--- src/rtl/mlp_feature_loader_if.sv ---
// Feature-in / class-out bus between the host, the loader and the printed MLP classifier.
// slave = loader side, master = host/classifier side.
interface mlp_feature_loader_if #(
  parameter int WIDTH_A  = 4,
  parameter int NUM_A    = 11,
  parameter int OUTWIDTH = 3
);
  logic                     feat_valid;
  logic [WIDTH_A-1:0]       feat_data;
  logic                     feat_ready;
  logic [NUM_A*WIDTH_A-1:0] inp;
  logic [OUTWIDTH-1:0]      cls_in;
  logic                     res_valid;
  logic [OUTWIDTH-1:0]      res_class;
  logic                     res_ready;
  logic                     busy;

  modport slave (
    input  feat_valid, feat_data, cls_in, res_ready,
    output feat_ready, inp, res_valid, res_class, busy
  );

  modport master (
    output feat_valid, feat_data, cls_in, res_ready,
    input  feat_ready, inp, res_valid, res_class, busy
  );
endinterface

--- src/rtl/mlp_feature_loader.sv ---
// Packs nibble features into the classifier input vector, holds it for SETTLE_CYCLES
// clocks, then captures the classifier's class output and hands it back over valid/ready.
module mlp_feature_loader #(
  parameter int WIDTH_A       = 4,
  parameter int NUM_A         = 11,
  parameter int OUTWIDTH      = 3,
  parameter int SETTLE_CYCLES = 4
) (
  input  logic                  clk,
  input  logic                  rst_n,
  mlp_feature_loader_if.slave   bus
);
  localparam int IDX_W = (NUM_A > 1) ? $clog2(NUM_A) : 1;
  localparam int CNT_W = $clog2(SETTLE_CYCLES + 1);
  localparam logic [IDX_W-1:0] IDX_LAST = IDX_W'(NUM_A - 1);
  localparam logic [CNT_W-1:0] CNT_LAST = CNT_W'(SETTLE_CYCLES - 1);

  typedef enum logic [1:0] {S_LOAD, S_SETTLE, S_RESULT} state_t;

  state_t                   state_q, state_d;
  logic [IDX_W-1:0]         idx_q, idx_d;
  logic [CNT_W-1:0]         settle_q, settle_d;
  logic [NUM_A*WIDTH_A-1:0] inp_q, inp_d;
  logic [OUTWIDTH-1:0]      res_class_q, res_class_d;
  logic                     res_valid_q, res_valid_d;
  logic                     accept;
  logic [NUM_A-1:0]         slot_we;

  assign accept = (state_q == S_LOAD) && bus.feat_valid;

  // Only the slot addressed by idx is written; every other slot keeps its old frame value.
  genvar gi;
  generate
    for (gi = 0; gi < NUM_A; gi++) begin : g_slot
      assign slot_we[gi] = accept && (idx_q == IDX_W'(gi));
      assign inp_d[gi*WIDTH_A +: WIDTH_A] = slot_we[gi] ? bus.feat_data
                                                        : inp_q[gi*WIDTH_A +: WIDTH_A];
    end
  endgenerate

  always_comb begin
    state_d     = state_q;
    idx_d       = idx_q;
    settle_d    = settle_q;
    res_class_d = res_class_q;
    res_valid_d = res_valid_q;
    case (state_q)
      S_LOAD: begin
        if (accept) begin
          if (idx_q == IDX_LAST) begin
            idx_d    = '0;
            settle_d = '0;
            state_d  = S_SETTLE;
          end else begin
            idx_d = idx_q + 1'b1;
          end
        end
      end
      S_SETTLE: begin
        // The counter holds at its terminal value; it is cleared again on SETTLE entry.
        if (settle_q == CNT_LAST) begin
          res_class_d = bus.cls_in;
          res_valid_d = 1'b1;
          state_d     = S_RESULT;
        end else begin
          settle_d = settle_q + 1'b1;
        end
      end
      S_RESULT: begin
        if (res_valid_q && bus.res_ready) begin
          res_valid_d = 1'b0;
          state_d     = S_LOAD;
        end
      end
      default: state_d = S_LOAD;
    endcase
  end

  always_ff @(posedge clk) begin
    if (!rst_n) begin
      state_q     <= S_LOAD;
      idx_q       <= '0;
      settle_q    <= '0;
      inp_q       <= '0;
      res_class_q <= '0;
      res_valid_q <= 1'b0;
    end else begin
      state_q     <= state_d;
      idx_q       <= idx_d;
      settle_q    <= settle_d;
      inp_q       <= inp_d;
      res_class_q <= res_class_d;
      res_valid_q <= res_valid_d;
    end
  end

  assign bus.feat_ready = (state_q == S_LOAD);
  assign bus.busy       = (state_q != S_LOAD);
  assign bus.inp        = inp_q;
  assign bus.res_valid  = res_valid_q;
  assign bus.res_class  = res_class_q;
endmodule
--- src/flat_wrapper.sv ---
// flat-port wrapper written by rule: the top's interface ports become plain ports
module mlp_feature_loader_flat 
#(
  parameter int WIDTH_A       = 4,
  parameter int NUM_A         = 11,
  parameter int OUTWIDTH      = 3,
  parameter int SETTLE_CYCLES = 4
)
  (clk, rst_n, bus_feat_valid, bus_feat_data, bus_cls_in, bus_res_ready, bus_feat_ready, bus_inp, bus_res_valid, bus_res_class, bus_busy);
  mlp_feature_loader_if #(.WIDTH_A(WIDTH_A), .NUM_A(NUM_A), .OUTWIDTH(OUTWIDTH)) bus_i ();
  input  logic clk;
  input  logic rst_n;
  input wire logic [$bits(bus_i.feat_valid)-1:0] bus_feat_valid;
  input wire logic [$bits(bus_i.feat_data)-1:0] bus_feat_data;
  input wire logic [$bits(bus_i.cls_in)-1:0] bus_cls_in;
  input wire logic [$bits(bus_i.res_ready)-1:0] bus_res_ready;
  output wire logic [$bits(bus_i.feat_ready)-1:0] bus_feat_ready;
  output wire logic [$bits(bus_i.inp)-1:0] bus_inp;
  output wire logic [$bits(bus_i.res_valid)-1:0] bus_res_valid;
  output wire logic [$bits(bus_i.res_class)-1:0] bus_res_class;
  output wire logic [$bits(bus_i.busy)-1:0] bus_busy;
  assign bus_i.feat_valid = bus_feat_valid;
  assign bus_i.feat_data = bus_feat_data;
  assign bus_i.cls_in = bus_cls_in;
  assign bus_i.res_ready = bus_res_ready;
  assign bus_feat_ready = bus_i.feat_ready;
  assign bus_inp = bus_i.inp;
  assign bus_res_valid = bus_i.res_valid;
  assign bus_res_class = bus_i.res_class;
  assign bus_busy = bus_i.busy;
  mlp_feature_loader #(.WIDTH_A(WIDTH_A), .NUM_A(NUM_A), .OUTWIDTH(OUTWIDTH), .SETTLE_CYCLES(SETTLE_CYCLES)) u_core (.clk(clk), .rst_n(rst_n), .bus(bus_i));
endmodule
--- config.mk ---
export PLATFORM = sky130hd
export DESIGN_NAME = mlp_feature_loader_flat
export DESIGN_NICKNAME = d
export VERILOG_FILES = /design/src/rtl/mlp_feature_loader_if.sv /design/src/rtl/mlp_feature_loader.sv /design/src/flat_wrapper.sv
export SDC_FILE = /design/constraint.sdc
export NUM_CORES = 1
export LEC_CHECK = 0
export CAP_MARGIN = 30
export CORE_MARGIN = 2
export CORE_UTILIZATION = 48
export CTS_CLUSTER_DIAMETER = 50
export DETAILED_ROUTE_END_ITERATION = 10
export PLACE_DENSITY = 0.79
export SLEW_MARGIN = 20
export SYNTH_ARGS = -nofsm -noshare
export SYNTH_HDL_FRONTEND = slang
export SYNTH_SLANG_ARGS = --single-unit
--- constraint.sdc ---
create_clock -name clk -period 1.7 [get_ports clk]
set_input_delay 0.17 -clock clk [delete_from_list [all_inputs] [get_ports clk]]
set_output_delay 0.17 -clock clk [all_outputs]
set_load 0.01 [all_outputs]
==> Flow_metrics.wiki <==
{| class="wikitable"
! Metric !! Value
|-
| Routed vias || between 1500 and 2000
|-
| # fillers || 397
|-
| Switching Fraction || 24.3%
|-
| Arrival time reported for the critical path endpoint || around 1.8 ns
|-
| Distinct cell type count of the synthesized netlist || 33
|-
| Count of standard-cell rows || 25
|-
| GR met1 Demand/Resource || between 20% and 30%
|-
| Worst Hold Margin || 0.417 ns
|-
| Global placer's final weighted congestion || 0.786
|-
| Ratio of final minimum period to clock period || 93.2%
|-
| Start point of the worst min-delay path || bus_cls_in[0]
|-
| Cells along the critical path || inv_1 -> ha_4 -> nand4b_2 -> nor2_2 -> mux2i_1 -> nor2_1
|-
| Library cell used as clock root buffer || sky130_fd_sc_hd__clkbuf_8
|-
| Required time of the critical path || around 1.9 ns
|-
| Insertion delay to the later sink of the worst-skew pair || 0.32 ns
|-
| Post-synthesis simple-gate area fraction || ~22%
|-
| Number of setup violations in the final report || 0
|-
| Leak || 1.24 nW
|-
| Critical Path Sink Type || flop
|-
| Die W || 73.9 um
|-
| Synthesized netlist cell count || 249
|-
| Netlist area before placement || 2350 um2
|-
| Clock H-tree levels || 3
|-
| Share of total power in sequential cells || between 50% and 60%
|-
| Number of DRC markers after the initial detailed-route iteration || between 100 and 150
|-
| Final number of max-transition violations || 0
|-
| Io pins || 61
|-
| Post-synthesis share of cell area spent on full adders, half adders and majority gates || under 10%
|-
| Most common flop cell mapped by yosys || sky130_fd_sc_hd__dfxtp_1
|-
| Final WL || 5.05 mm
|-
| Critical Path Source Type || flop
|-
| Biggest cell delay along the critical path || 0.33 ns
|-
| Die Footprint || 5460 um2
|-
| Share of the synthesized netlist area taken by xor and xnor gates || 0.373%
|-
| Met2 GRT Util || approximately 33%
|-
| Cell internal power dissipation || 2.05 mW
|-
| Proportion of power drawn by the clock network || 41.9%
|-
| Portion of total power attributed to combinational logic || 7.4%
|-
| Final #Nets || between 300 and 400
|-
| Most used cells in the layout excluding fill and tap cells || 58 x sky130_fd_sc_hd__clkdlybuf4s50_1, 57 x sky130_fd_sc_hd__dfxtp_1, 40 x sky130_fd_sc_hd__mux2i_1
|-
| Overall die height || 73.9 um
|-
| Crit Reg-Reg Startpoint || u_core.state_q[0]
|-
| Vias per Instance || 4.95
|-
| Post-synth net total || 266
|-
| Met3 track demand over resource in global routing || 5.21%
|-
| Sum of negative setup slack || 0 ns
|-
| Warnings from Yosys || 0
|-
| Peak supply drop || 0.614 mV
|-
| Sink of the worst hold path || u_core.bus.res_class[0]
|-
| Routed wire length per instance || 13.1 um
|-
| Growth of design area from synthesis to finish || 38.1%
|-
| Global-route wire length before repair || slightly above 8 mm
|-
| Count of TritonRoute iterations in the first routing pass || 4
|-
| Remaining antenna violation count || 0
|-
| Leading cell type in the layout, fill and taps excluded || sky130_fd_sc_hd__clkdlybuf4s50_1
|-
| Detailed placement HPWL || 3.48 mm
|-
| FFs w/ async S/R, synth || 0%
|-
| Worst setup path category || reg -> reg
|-
| Worst-case setup margin in the final layout || 0.115 ns
|-
| Multiplexer share of the synthesized area || 17.1%
|-
| Std-Cell Core Area || around 4700 um2
|-
| Global routing usage summed across all routing layers || approximately 20%
|-
| Run status || completed
|-
| Relative max-transition margin || 63.7%
|-
| Highest clock rate || 631 MHz
|-
| Clock period minus final worst setup slack || 1.58 ns
|-
| Max Clock Skew || 0.00598 ns
|-
| Clock tree from TritonCTS || built
|-
| Total clock buffers created by CTS || 9
|-
| Final hold violation count || 0
|-
| Compound-cell area share of the yosys netlist || 4.96%
|-
| Average cell area after synthesis || about 9.4 um2
|-
| Share of cells above drive strength 1 || 12.3%
|-
| Remaining design rule violation count || 0
|-
| Worst path slowest cell || sky130_fd_sc_hd__dfxtp_1
|-
| Seq/Total Area, Yosys || 48.6%
|-
| Placement Setup Slack || ~0.023 ns
|-
| Maximum fanout along the worst path || 6
|-
| Pin slew with the least headroom to its limit || 0.543 ns
|-
| Hold WC Path Type || in -> reg
|-
| Count of state elements after synthesis || 57
|-
| R2r endpoint || u_core.bus.inp[20]
|-
| Global-route layer with the greatest usage || met2
|-
| Main combinational cell family by area after synthesis || simple AND/OR/NAND/NOR gates
|-
| Total of max-cap violations || 0
|-
| Setup repair after global routing missed its margin || yes
|-
| Clock buffer depth || 2
|-
| WHS Path Cells || 3
|-
| GR Overflow Total || 0
|-
| Initial antenna violation count || 0
|-
| Post-CTS setup repair buffer count || 0
|-
| Pwr Density || 835 nW/um2
|-
| Reg2Reg Depth || 6
|-
| Largest net degree at the start of global routing || 29
|-
| Reg-to-reg slack, setup || 0.12 ns
|-
| Post-synth EDFFs || 0
|-
| Total of hold buffers inserted after clock tree synthesis || 0
|-
| Sinks on Clock Net || 57
|-
| Initial core utilization || 49.7%
|-
| Number of diodes || 0
|-
| Switching power || 0.658 mW
|-
| Port Buffer Count || 60
|-
| Vias in the first global route || 1858
|-
| Clock transition at the register clock pins on the worst setup and hold paths after CTS || 0.07 ns
|}
==> how the worst max path moves through the flow <==
stage	startpoint	endpoint	slack (ns)	cells past startpoint
6_report	u_core.state_q[0]	u_core.bus.inp[20]	0.12	6
5_1_grt	u_core.state_q[0]	u_core.bus.inp[28]	-0.01	6
4_1_cts	u_core.state_q[0]	u_core.bus.inp[20]	0.09	6
3_5_place_dp	bus_feat_valid	u_core.bus.inp[37]	0.02	5
3_3_place_gp	bus_feat_valid	u_core.bus.inp[36]	0.05	5
2_1_floorplan	u_core.settle_q[0]	u_core.settle_q[0]	0.16	6
==> power groups by stage <==
| stage | clock (mW) | combinational (mW) | sequential (mW) |
|---|---|---|---|
| after floorplan | 0 | 0.108 | 1.40 |
| after global placement | 0 | 0.197 | 1.40 |
| after detailed placement | 0 | 0.199 | 1.40 |
| after CTS | 1.15 | 0.200 | 1.37 |
| after global routing | 1.21 | 0.221 | 1.37 |
| final | 1.13 | 0.201 | 1.37 |
==> critical path, delay by kind of cell, from the launching register on <==
family / cells / cell delay, ns
buffers and inverters: 1 / 0.15
AND/OR/NAND/NOR: 3 / 0.56
adder cells (fa/ha/maj): 1 / 0.19
flip-flops: 1 / 0.33
multiplexers: 1 / 0.25
==> per-layer routing <==
layer / routed length (um) / vias up
met4: 63 / 0
met3: 279 / 6
met5: 0 / -
met2: 2420 / 55
met1: 2290 / 873
li1: - / 971
==> cell type report <==
cell class,count,area (um2),share of cell area [%]
Clock buffer,11,151,4.67
Clock inverter,5,30.0,0.927
Inverter,5,18.8,0.579
Multi-Input combinational cell,171,1140,35.1
Sequential cell,57,1140,35.2
Tap cell,67,83.8,2.59
Timing Repair Buffer,69,678,20.9
==> cells in the mapped netlist, types with 2 or more instances <==
library cell                n  area share (%)
sky130_fd_sc_hd__dfxtp_1   57              49
sky130_fd_sc_hd__mux2i_1   40              17
sky130_fd_sc_hd__nor2_1    39             6.2
sky130_fd_sc_hd__nand2_1   24             3.8
sky130_fd_sc_hd__nand3_1   15             3.2
sky130_fd_sc_hd__a21oi_1   12             2.6
sky130_fd_sc_hd__clkbuf_1  11             1.8
sky130_fd_sc_hd__nand2b_1   7             1.9
sky130_fd_sc_hd__ha_1       6             3.2
sky130_fd_sc_hd__buf_2      4            0.85
sky130_fd_sc_hd__inv_1      4            0.64
sky130_fd_sc_hd__nor2_2     3            0.80
sky130_fd_sc_hd__nor2b_1    3            0.80
sky130_fd_sc_hd__o21ai_0    3            0.64
sky130_fd_sc_hd__nor3_1     2            0.43
sky130_fd_sc_hd__nor3_4     2             1.4
==> state kept, by name (all words and copies together) (netlist names) <==
signal,count
u_core.bus.res_valid,1
u_core.idx_q,4
u_core.state_q,2
u_core.bus.inp,44
u_core.settle_q,3
u_core.bus.res_class,3
==> what timing repair did <==
action                                  in CTS  in global routing
endpoints found under the setup margin       2                  7
hold endpoints to repair                     0                  0
gates resized for setup                      4                  2
==> through the flow <==
step	area, um2	utilization [%]	power (mW)	std cells
after floorplan	2350	-	1.51	249
after global placement	3040	64.5	1.60	369
after detailed placement	3040	64.5	1.60	369
after CTS	3230	68.3	2.72	385
after global routing	3240	68.6	2.81	385
final	3240	68.6	2.70	385
==> kinds of logic (layout without fill, tap and decap cells) <==
logic type	after synthesis	count (layout)
and+or+nand+nor	104	104
DFF	57	57
muxes	40	40
buffers and inverters	21	90
AOI/OAI and AO/OA	20	20
adders and majority gates	6	6
xor gates and xnor gates	1	1
No activity file was read; power rests on OpenSTA's default activity.
